**src/rtl/qam16_tx_framer.sv**
```systemverilog
// ---------------------------------------------------------------------------
// qam16_tx_framer
//
// Transmit-side symbol source for the 16-QAM MER/SER test chain. Each frame is
// a fixed alternating preamble followed by FRAME_LEN data symbols. Every data
// symbol maps 4 input bits to 4-ASK levels in signed 1s17 format on I and Q.
// The block produces two outputs:
//   - a symbol-rate output (sym_I/sym_Q)
//   - a zero-stuffed sample-rate output (up_I/up_Q) for the pulse-shaping
//     filter.
//
// Handshake (bits_in / bits_valid / bits_ready):
//   bits_ready is high only in a DATA-state symbol slot (sym_clk_en). A
//   transfer happens in a cycle where bits_ready and bits_valid are both high.
//   A DATA slot with bits_valid low still uses up the slot: the block issues
//   the zero symbol and underflow_cnt counts it. The source cannot stall the
//   framer.
//
// Ports:
//   sys_clk        system clock (single domain)
//   reset          synchronous, active-high reset
//   sam_clk_en     sample-rate enable (1 of 4 sys_clk)
//   sym_clk_en     symbol-rate enable (coincides with sam_clk_en, 1 of 4)
//   frame_start    frame request, sampled only in IDLE symbol slots
//   bits_in[3:0]   symbol bits: [1:0] -> I, [3:2] -> Q
//   bits_valid     bits_in valid
//   bits_ready     combinational: DATA state and sym_clk_en
//   sym_I/sym_Q    signed 1s17 mapped symbol, updated on symbol slots
//   up_I/up_Q      signed 1s17 zero-stuffed samples, updated on sam_clk_en
//   sym_strobe     one-cycle pulse after sym_I/sym_Q update
//   in_preamble    current sym_I/sym_Q is a preamble symbol
//   frame_done     one-cycle pulse after the last data slot of a frame
//   underflow_cnt  saturating count of data slots without valid input
//   fsm_state      debug view of the framer state (0 IDLE, 1 PREAMBLE, 2 DATA)
// ---------------------------------------------------------------------------
module qam16_tx_framer #(
  parameter int PRE_LEN    = 8,
  parameter int FRAME_LEN  = 64,
  parameter int CONTINUOUS = 0
) (
  input  logic               sys_clk,
  input  logic               reset,
  input  logic               sam_clk_en,
  input  logic               sym_clk_en,
  input  logic               frame_start,
  input  logic [3:0]         bits_in,
  input  logic               bits_valid,
  output logic               bits_ready,
  output logic signed [17:0] sym_I,
  output logic signed [17:0] sym_Q,
  output logic signed [17:0] up_I,
  output logic signed [17:0] up_Q,
  output logic               sym_strobe,
  output logic               in_preamble,
  output logic               frame_done,
  output logic [15:0]        underflow_cnt,
  output logic [1:0]         fsm_state
);

  typedef enum logic [1:0] {
    ST_IDLE     = 2'd0,
    ST_PREAMBLE = 2'd1,
    ST_DATA     = 2'd2
  } state_t;

  // 4-ASK levels in 1s17: +/-3/4 and +/-1/4 of full scale.
  localparam logic signed [17:0] LVL_P3 = 18'sd98304;
  localparam logic signed [17:0] LVL_P1 = 18'sd32768;
  localparam logic signed [17:0] LVL_M1 = -18'sd32768;
  localparam logic signed [17:0] LVL_M3 = -18'sd98304;

  localparam logic [7:0]  PRE_LAST  = 8'(PRE_LEN - 1);
  localparam logic [15:0] DATA_LAST = 16'(FRAME_LEN - 1);
  localparam logic [15:0] UF_MAX    = 16'hFFFF;

  function automatic logic signed [17:0] map_lvl(input logic [1:0] b);
    logic signed [17:0] lvl;
    case (b)
      2'b00:   lvl = LVL_M3;
      2'b01:   lvl = LVL_M1;
      2'b10:   lvl = LVL_P1;
      default: lvl = LVL_P3;
    endcase
    return lvl;
  endfunction

  state_t             state_q, state_d;
  logic [7:0]         pre_cnt_q, pre_cnt_d;
  logic [15:0]        data_cnt_q, data_cnt_d;

  // Result of the current symbol slot. It is committed only when sym_clk_en
  // is high.
  logic signed [17:0] nxt_i, nxt_q;
  logic               nxt_pre;
  logic               nxt_done;
  logic               uf_inc;

  assign bits_ready = (state_q == ST_DATA) && sym_clk_en;
  assign fsm_state  = state_q;

  // Next-state and slot-output logic.
  always_comb begin
    state_d    = state_q;
    pre_cnt_d  = pre_cnt_q;
    data_cnt_d = data_cnt_q;
    nxt_i      = '0;
    nxt_q      = '0;
    nxt_pre    = 1'b0;
    nxt_done   = 1'b0;
    uf_inc     = 1'b0;

    case (state_q)
      ST_IDLE: begin
        if (frame_start) begin
          // Preamble symbol 0 goes out in the requesting slot itself.
          nxt_i   = LVL_P3;
          nxt_q   = LVL_P3;
          nxt_pre = 1'b1;
          if (PRE_LEN == 1) begin
            state_d   = ST_DATA;
            pre_cnt_d = 8'd0;
          end else begin
            state_d   = ST_PREAMBLE;
            pre_cnt_d = 8'd1;
          end
        end
      end

      ST_PREAMBLE: begin
        // Even index: (+3/4, +3/4). Odd index: (-3/4, -3/4).
        nxt_i   = pre_cnt_q[0] ? LVL_M3 : LVL_P3;
        nxt_q   = pre_cnt_q[0] ? LVL_M3 : LVL_P3;
        nxt_pre = 1'b1;
        if (pre_cnt_q == PRE_LAST) begin
          state_d   = ST_DATA;
          pre_cnt_d = 8'd0;
        end else begin
          pre_cnt_d = pre_cnt_q + 8'd1;
        end
      end

      ST_DATA: begin
        if (bits_valid) begin
          nxt_i = map_lvl(bits_in[1:0]);
          nxt_q = map_lvl(bits_in[3:2]);
        end else begin
          uf_inc = 1'b1;
        end
        if (data_cnt_q == DATA_LAST) begin
          data_cnt_d = 16'd0;
          nxt_done   = 1'b1;
          // In continuous mode the next slot is preamble symbol 0. pre_cnt is
          // already 0 on entry to DATA.
          state_d    = (CONTINUOUS != 0) ? ST_PREAMBLE : ST_IDLE;
        end else begin
          data_cnt_d = data_cnt_q + 16'd1;
        end
      end

      default: begin
        state_d    = ST_IDLE;
        pre_cnt_d  = 8'd0;
        data_cnt_d = 16'd0;
      end
    endcase
  end

  always_ff @(posedge sys_clk) begin
    if (reset) begin
      state_q       <= ST_IDLE;
      pre_cnt_q     <= 8'd0;
      data_cnt_q    <= 16'd0;
      sym_I         <= '0;
      sym_Q         <= '0;
      up_I          <= '0;
      up_Q          <= '0;
      sym_strobe    <= 1'b0;
      in_preamble   <= 1'b0;
      frame_done    <= 1'b0;
      underflow_cnt <= 16'd0;
    end else begin
      sym_strobe <= sym_clk_en;
      frame_done <= sym_clk_en && nxt_done;

      if (sym_clk_en) begin
        state_q     <= state_d;
        pre_cnt_q   <= pre_cnt_d;
        data_cnt_q  <= data_cnt_d;
        sym_I       <= nxt_i;
        sym_Q       <= nxt_q;
        in_preamble <= nxt_pre;
        if (uf_inc && (underflow_cnt != UF_MAX)) begin
          underflow_cnt <= underflow_cnt + 16'd1;
        end
      end

      // Zero-stuffing: a symbol lands on the sample that coincides with its
      // slot; the other three samples of the symbol period are zero. A
      // symbol slot without sam_clk_en never reaches this path.
      if (sam_clk_en) begin
        up_I <= sym_clk_en ? nxt_i : 18'sd0;
        up_Q <= sym_clk_en ? nxt_q : 18'sd0;
      end
    end
  end

endmodule

```
**config.mk**
```make
export PLATFORM = sky130hd
export DESIGN_NAME = qam16_tx_framer
export DESIGN_NICKNAME = d
export VERILOG_FILES = /design/src/rtl/qam16_tx_framer.sv
export SDC_FILE = /design/constraint.sdc
export NUM_CORES = 1
export LEC_CHECK = 0
export CORE_MARGIN = 5
export CORE_UTILIZATION = 43
export DETAILED_ROUTE_END_ITERATION = 10
export GPL_TIMING_DRIVEN = 0
export PLACE_DENSITY = 0.75
export SLEW_MARGIN = 20
export SYNTH_ARGS = -nofsm -noshare
export SYNTH_HDL_FRONTEND = slang
export SYNTH_SLANG_ARGS = --single-unit
export TNS_END_PERCENT = 100
```
**constraint.sdc**
```tcl
create_clock -name sys_clk -period 2.8 [get_ports sys_clk]
set_input_delay 0.56 -clock sys_clk [delete_from_list [all_inputs] [get_ports sys_clk]]
set_output_delay 0.56 -clock sys_clk [all_outputs]
set_load 0.005 [all_outputs]
```
==> qor_table.md, run 1 <==
| Parameter | Value | Unit |
| --- | --- | --- |
| Avg Inst Size Synth | 8.38 | sq um |
| Total Nets Final | 515 | - |
| Detailed placer's ending HPWL | 5880 | microns |
| Final worst-path cycle share | 88.3 | % |
| Number of fill cells in the layout | 742 | - |
| DRC violation count after routing | 0 | - |
| Per-cell via count in the routed design | 4.93 | - |
| Maximum VDD drop | 0.000219 | V |
| Antenna Diode Count | 0 | - |
| Largest cells by area after synthesis | dfxtp_1, buf_4, a21oi_1 | - |
| Number of core rows | 32 | - |
| Peak fanout along the critical path | 10 | - |
| Hold path depth | 2 | - |
| Unique masters post-synth | 61 | - |
| Number of H-tree levels | 2 | - |
| Max-slew headroom | 53.8 | % |
| Capture point of the worst reg-to-reg path | data_cnt_q[11]$_SDFFE_PP0P_ | - |
| Average wire per standard cell | 12.8 | microns |
| Number of antenna violations at the first check in global routing | 0 | - |
| Peak clock frequency supported by timing | 404 | MHz |
| RSZ-0062 raised after global routing | false | - |
| Post-CTS Setup Inserts | 0 | - |
| Arrival time of the worst setup path | 1910 | ps |
| Worst hold slack across all endpoints | 470 | ps |
| Max Root-Sink Buffers | 2 | - |
| Via Count | 2981 | - |
| Terminating pin of the worst hold path | sym_Q[16]$_SDFFE_PP0P_ | - |
| Latest clock arrival within the worst-skew pair | 320 | ps |
| Synth Area in XOR/XNOR | 1.85 | % |
| Kind of end point of the critical path | output port | - |
| CTS tree | built | - |
| Count of routing violations after the opening detailed-route iteration | 88 | - |
| Required time of the critical path | 2240 | ps |
| Proportion of layout cells with a drive suffix above 1 | 18.5 | % |
| Gr ovfl total | 0 | - |
| Final RePlAce weighted congestion | 0.825 | - |
| Floorplan core area | 0.00761 | sq mm |
| Hold_sp | sym_Q[16]$_SDFFE_PP0P_ | - |
| Signed area change from the synthesized netlist to the final layout | 25.5 | % |
| Combinational family with the most area after synthesis | simple AND/OR/NAND/NOR gates | - |
| Clock root buffer master | clkbuf_8 | - |
| Cell count after synthesis | 395 | - |
| I/O pins | 104 | - |
| Share of synthesized cell area in and, or, nand and nor gates | 26.5 | % |
| Worst slew pin tran | 686 | ps |
| Routed wire length | 7750 | microns |
| Worst min-delay path class | reg -> reg | - |
| Count of synthesis-stage warnings from yosys | 0 | - |
| Number of buffers created by CTS | 5 | - |
| Die outline area | 0.00955 | sq mm |
| Total negative slack | 0 | ps |
| Minimum clock period after layout | 2470 | ps |
| FF+latch count, synth | 55 | - |
| Clk slew on worst S/H paths | 100 | ps |
| Type of element launching the critical path | register | - |
| Launch instance of the worst register-to-register path | data_cnt_q[0]$_SDFFE_PP0P_ | - |
| Cell depth of the worst flop-to-flop path | 6 | - |
| Port buffer count | 41 | - |
| Power per unit of standard cell area | 350 | mW/mm^2 |
| Cell type with the largest total area after synthesis | dfxtp_1 | - |
| Total standard cell area after synthesis | 0.00331 | sq mm |
| Maximum number of pins on one net before global-route repair | 17 | - |
| Max Cap Viol | 0 | - |
| Resize count post-CTS | 0 | - |
| Mux share of post-synthesis cell area | 1.25 | % |
| Setup Viol. Count Final | 0 | - |
| Outcome | finished clean | - |
| Width of the die | 97.7 | microns |
| Number of optimization iterations in the first detailed-route pass | 4 | - |
| Initial Utilization | 43.5 | % |
| Asr flop ratio synth | 0 | % |
| Class of the most critical setup path | reg -> out | - |
| Die height | 97.7 | microns |
| Final ANT Viol Nets | 0 | - |
| Top_reg_cell synth | dfxtp_1 | - |
| Seq/Total Area, Yosys | 33.3 | % |
| Global-route usage over all layers | 15.7 | % |
| Global-route wire length before repair | 12600 | microns |
| Final setup skew | 12.4 | ps |
| Worst reg-to-reg setup slack | 810 | ps |
| Hold Vio Cnt, Final | 0 | - |
| Adder and majority cell fraction of the synthesized area | 1.13 | % |
| Via count of the first global-routing pass | 2645 | - |
| Count of final max-slew check failures | 0 | - |
| Most used standard cell by instance count after synthesis | buf_4 | - |
| Number of enable-type register cells in the synthesized netlist | 0 | - |
| Cell types with the highest counts after synthesis | buf_4, dfxtp_1, a21oi_1 | - |
| Share of Yosys cell area claimed by the top area cell type | 33.3 | % |
| Area fraction in compound gates after synthesis | 17.3 | % |
| Total of hold buffers inserted after clock tree synthesis | 0 | - |
| Clock tree sinks | 55 | - |
| Static Leakage | 1.62 | nW |
[final cells by class]
type,count,area (sq um),share of cell area [%]
Multi-Input combinational cell,309,1820,43.7
Sequential cell,55,1100,26.5
Buffer,79,573,13.8
Timing Repair Buffer,41,410,9.88
Tap cell,102,128,3.07
Clock buffer,6,72.6,1.75
Inverter,11,41.3,0.994
Clock inverter,2,12.5,0.301
[through the flow]
stage               worst slack (ps)  area [sq um]  power (mW)  util (%)  cells
finish                           327          4150        1.45      54.6    605
global route                     200          4150        1.52      54.6    605
CTS                              304          4150        1.46      54.6    605
detailed placement               348          4070        1.02      53.5    597
global placement                 396          4070        1.02      53.5    597
floorplan                       1040          3530       0.961         -    454
[sequential cells by signal, summed over array words and instances, names as in the netlist]
signal         flops
data_cnt_q        16
up_Q               2
fsm_state          2
frame_done         1
up_I               3
sym_strobe         1
sym_I              3
pre_cnt_q          8
in_preamble        1
underflow_cnt     16
sym_Q              2
[layout by cell type (no fill, tap or decap), types with 3 or more instances in the layout]
master,count
dfxtp_1,55
clkbuf_8,5
o31ai_1,6
o21a_1,3
or3_1,7
clkdlybuf4s50_1,41
a211oi_1,4
nand2_1,22
o41ai_1,3
and2_1,3
o21ai_0,12
buf_6,5
nand2b_1,7
nand4_1,14
conb_1,60
ha_1,3
nor2_1,15
clkbuf_1,10
xnor2_1,5
a21oi_1,31
nor3_1,17
mux2i_1,3
nor2b_1,4
nor4_1,8
buf_4,63
inv_1,11
nand3b_1,5
a31oi_1,9
nand3_1,16
and3_1,6
or4_1,9
[worst max-delay path, stage by stage, from the launching register on]
cell	delay, ps
dfxtp_1	370
buf_4	170
nor2b_1	230
buf_6	170
and2_1	150
clkdlybuf4s50_1	500
[worst max-delay path by stage]
stage / from / to / cells past startpoint
3_5_place_dp: bits_valid / underflow_cnt[13]$_SDFFE_PP0P_ / 5
2_1_floorplan: sym_clk_en / underflow_cnt[7]$_SDFFE_PP0P_ / 5
6_report: fsm_state[1]$_SDFFE_PP0P_ / bits_ready / 5
3_3_place_gp: bits_valid / underflow_cnt[13]$_SDFFE_PP0P_ / 5
4_1_cts: fsm_state[1]$_SDFFE_PP0P_ / bits_ready / 5
5_1_grt: fsm_state[1]$_SDFFE_PP0P_ / bits_ready / 5
[per-layer routing]
layer	vias up	track usage, %	part of all wire, %
met5	-	0	0
li1	1534	-	-
met2	75	27.9	50
met3	7	3.29	5.2
met4	0	4.26	1.0
met1	1365	19.3	44
[report_power, final]
group          leakage (nW)  internal [mW]  total, mW  switching (mW)
Combinational          1.13          0.108      0.199          0.0911
Clock                0.0412          0.176      0.448           0.272
Sequential            0.445          0.794      0.806          0.0118
Total                  1.62           1.08       1.45           0.375
[logic make-up (layout without fill, tap and decap cells)]
family / after synthesis / in the layout
xor+xnor: 7 / 7
fa+ha+maj: 3 / 3
other cells: 1 / 60
buf+inv: 90 / 139
flops: 55 / 55
simple gates: 149 / 149
compound gates: 86 / 86
mux: 4 / 4
No activity file was read; power rests on OpenSTA's default activity.
==> run 2: changes to the inputs <==
SLEW_MARGIN = not set   (was 20)
==> results of run 2 <==
Final layout, timing and power as in run 1 (identical DEF).
==> run 3: changes to the inputs <==
CORE_MARGIN = 3   (was 5)
MAX_ROUTING_LAYER = met4   (was not set)
==> run 3 against run 2 <==
Net effect:
- fmax is 0.73% lower
- design area is 0.27% higher
- sequential power hardly changed
- critical path type unchanged
- critical endpoint unchanged
- largest power group unchanged
- highest routed layer unchanged
==> qor_table.md, run 3 (same netlist as run 1, synthesis figures left out) <==
| Parameter | Value | Unit | Change |
| --- | --- | --- | --- |
| Width of the die | 93.7 | microns | -4.1% |
| Peak clock frequency supported by timing | 401 | MHz | -0.73% |
| Per-cell via count in the routed design | 5.08 | - | +3.2% |
| I/O pins | 104 | - | unchanged |
| Cell depth of the worst flop-to-flop path | 6 | - | unchanged |
| Peak fanout along the critical path | 10 | - | unchanged |
| Routed wire length | 7700 | microns | -0.68% |
| Terminating pin of the worst hold path | data_cnt_q[15]$_SDFFE_PP0P_ | - |  |
| RSZ-0062 raised after global routing | false | - |  |
| Final setup skew | 4.18 | ps | -8.20 ps |
| Type of element launching the critical path | register | - |  |
| Initial Utilization | 44.9 | % | +1.4 points |
| Capture point of the worst reg-to-reg path | data_cnt_q[5]$_SDFFE_PP0P_ | - |  |
| Largest registers | data_cnt_q x16, underflow_cnt x16, pre_cnt_q x8 | - |  |
| Hold Vio Cnt, Final | 0 | - | unchanged |
| Hold path depth | 1 | - | -1 |
| Clock tree sinks | 55 | - | unchanged |
| Average wire per standard cell | 12.8 | microns | -0.19% |
| Clk network pwr share | 32.5 | % | +1.7 points |
| Commonest cells after routing, fill and taps aside | buf_4, conb_1, dfxtp_1 | - |  |
| Maximum number of pins on one net before global-route repair | 16 | - | -1 |
| Arrival time of the worst setup path | 1930 | ps | +20 ps |
| Max Root-Sink Buffers | 2 | - | unchanged |
| Setup Viol. Count Final | 0 | - | unchanged |
| Max Cap Viol | 0 | - | unchanged |
| Final worst-path cycle share | 89.0 | % | +0.65 points |
| Hold_sp | data_cnt_q[15]$_SDFFE_PP0P_ | - |  |
| Global-route usage over all layers | 18.0 | % | +2.3 points |
| Kind of end point of the critical path | output port | - |  |
| Maximum VDD drop | 0.000277 | V | +27% |
| Number of core rows | 31 | - | -3.1% |
| Total of hold buffers inserted after clock tree synthesis | 0 | - | unchanged |
| Via count of the first global-routing pass | 2795 | - | +5.7% |
| CTS tree | built | - |  |
| Max-slew headroom | 54.9 | % | +1.2 points |
| Required time of the critical path | 2240 | ps | about the same |
| Minimum clock period after layout | 2490 | ps | +18.1 ps |
| Total Nets Final | 515 | - | unchanged |
| Portion of total power attributed to sequential cells | 54.1 | % | -1.4 points |
| Static Leakage | 1.63 | nW | +0.64% |
| Power per unit of standard cell area | 357 | mW/mm^2 | +2.2% |
| Proportion of layout cells with a drive suffix above 1 | 18.5 | % | unchanged |
| Worst hold slack across all endpoints | 475 | ps | +5.79 ps |
| Antenna Diode Count | 0 | - | unchanged |
| Number of fill cells in the layout | 690 | - | -7.0% |
| Gr ovfl total | 0 | - | unchanged |
| Clk slew on worst S/H paths | 90 | ps | about the same |
| Area of combinational cells with multiple inputs | 0.00182 | sq mm | unchanged |
| Via Count | 3060 | - | +2.7% |
| Register cell area after layout | 0.00110 | sq mm | unchanged |
| Number of H-tree levels | 2 | - | unchanged |
| Port buffer count | 41 | - | unchanged |
| Worst reg-to-reg setup slack | 750 | ps | -60 ps |
| Latest clock arrival within the worst-skew pair | 310 | ps | about the same |
| Die height | 93.7 | microns | -4.1% |
| Worst min-delay path class | reg -> reg | - |  |
| Count of routing violations after the opening detailed-route iteration | 204 | - | +130% |
| Class of the most critical setup path | reg -> out | - |  |
| Number of optimization iterations in the first detailed-route pass | 5 | - | +1 |
| DRC violation count after routing | 0 | - | unchanged |
| Number of buffers created by CTS | 5 | - | unchanged |
| Post-CTS Setup Inserts | 0 | - | unchanged |
| Outcome | finished clean | - |  |
| Signed area change from the synthesized netlist to the final layout | 25.9 | % |  |
| Final RePlAce weighted congestion | 0.896 | - | +8.6% |
| Total negative slack | 0 | ps | unchanged |
| Final ANT Viol Nets | 0 | - | unchanged |
| Switching share of total power | 24.2 | % | -1.6 points |
| Global-route wire length before repair | 12600 | microns | -0.43% |
| Post-route core utilization | 56.5 | % | +1.9 points |
| Floorplan core area | 0.00737 | sq mm | -3.1% |
| Resize count post-CTS | 0 | - | unchanged |
| Worst slew pin tran | 669 | ps | -17.5 ps |
| Switching power of the nets | 0.361 | mW | -3.8% |
| Commonest non-fill, non-tap cell in the layout | buf_4 | - |  |
| Die outline area | 0.00879 | sq mm | -8.0% |
| Gate power share | 13.4 | % | -0.3 points |
| Clock root buffer master | clkbuf_8 | - |  |
| Count of final max-slew check failures | 0 | - | unchanged |
| Detailed placer's ending HPWL | 5850 | microns | -0.52% |
| Launch instance of the worst register-to-register path | data_cnt_q[0]$_SDFFE_PP0P_ | - |  |
| Design internal power | 1.13 | mW | +4.7% |
| Number of antenna violations at the first check in global routing | 0 | - | unchanged |
## run 3: cell types whose count changed in the layout (fill, tap and decap cells not counted), sizes merged
cell,before,now
clkbuf,15,17
clkinv,1,0
clkinvlp,1,0
## run 3: how the worst max path moves through the flow
stage	from	to	slack [ps]	cells after the start
CTS	fsm_state[1]$_SDFFE_PP0P_	bits_ready	290	5
finish	fsm_state[1]$_SDFFE_PP0P_	bits_ready	310	5
global placement	bits_valid	underflow_cnt[13]$_SDFFE_PP0P_	410	5
detailed placement	bits_valid	underflow_cnt[13]$_SDFFE_PP0P_	370	5
floorplan	sym_clk_en	underflow_cnt[7]$_SDFFE_PP0P_	1040	5
global route	fsm_state[1]$_SDFFE_PP0P_	bits_ready	160	5
## run 3: cell type report
cell class                 instances  area share, %
tap                               99           2.97
multi-input combinational        309           43.6
buffer                            79           13.8
clock buffer                       8           2.40
sequential                        55           26.4
inverter                          11          0.991
timing repair buffer              41           9.85
## run 3: worst max-delay path, cell delays in order (launching register included)
cell and delay, ps:
dfxtp_1 350, buf_4 170, nor2b_1 270, buf_6 180
and2_1 140, clkdlybuf4s50_1 500
## run 3: layer usage
| metal | part of all wire [%] | up-vias | track usage, % |
|---|---|---|---|
| met3 | 6.0 | 6 | 3.04 |
| met2 | 50 | 101 | 30.6 |
| met1 | 43 | 1412 | 21.5 |
| met4 | 1.2 | 0 | 6.74 |
| met5 | 0 | - | - |
| li1 | - | 1541 | - |
## run 3: power by group through the flow
| stage | clock network (mW) | logic (mW) | registers (mW) |
|---|---|---|---|
| 2_1_floorplan | 0 | 0.139 | 0.822 |
| 6_report | 0.484 | 0.199 | 0.806 |
| 4_1_cts | 0.502 | 0.195 | 0.806 |
| 3_5_place_dp | 0 | 0.194 | 0.824 |
| 5_1_grt | 0.525 | 0.219 | 0.808 |
| 3_3_place_gp | 0 | 0.192 | 0.823 |
## run 3: per-stage QoR
stage                     worst slack, ps  power (mW)  cells  cell area (sq um)
final                                 309        1.49    602               4170
after detailed placement              373        1.02    594               4070
after global routing                  158        1.55    602               4170
after floorplan                      1040       0.961    454               3530
after global placement                405        1.02    594               4070
after CTS                             290        1.50    602               4170
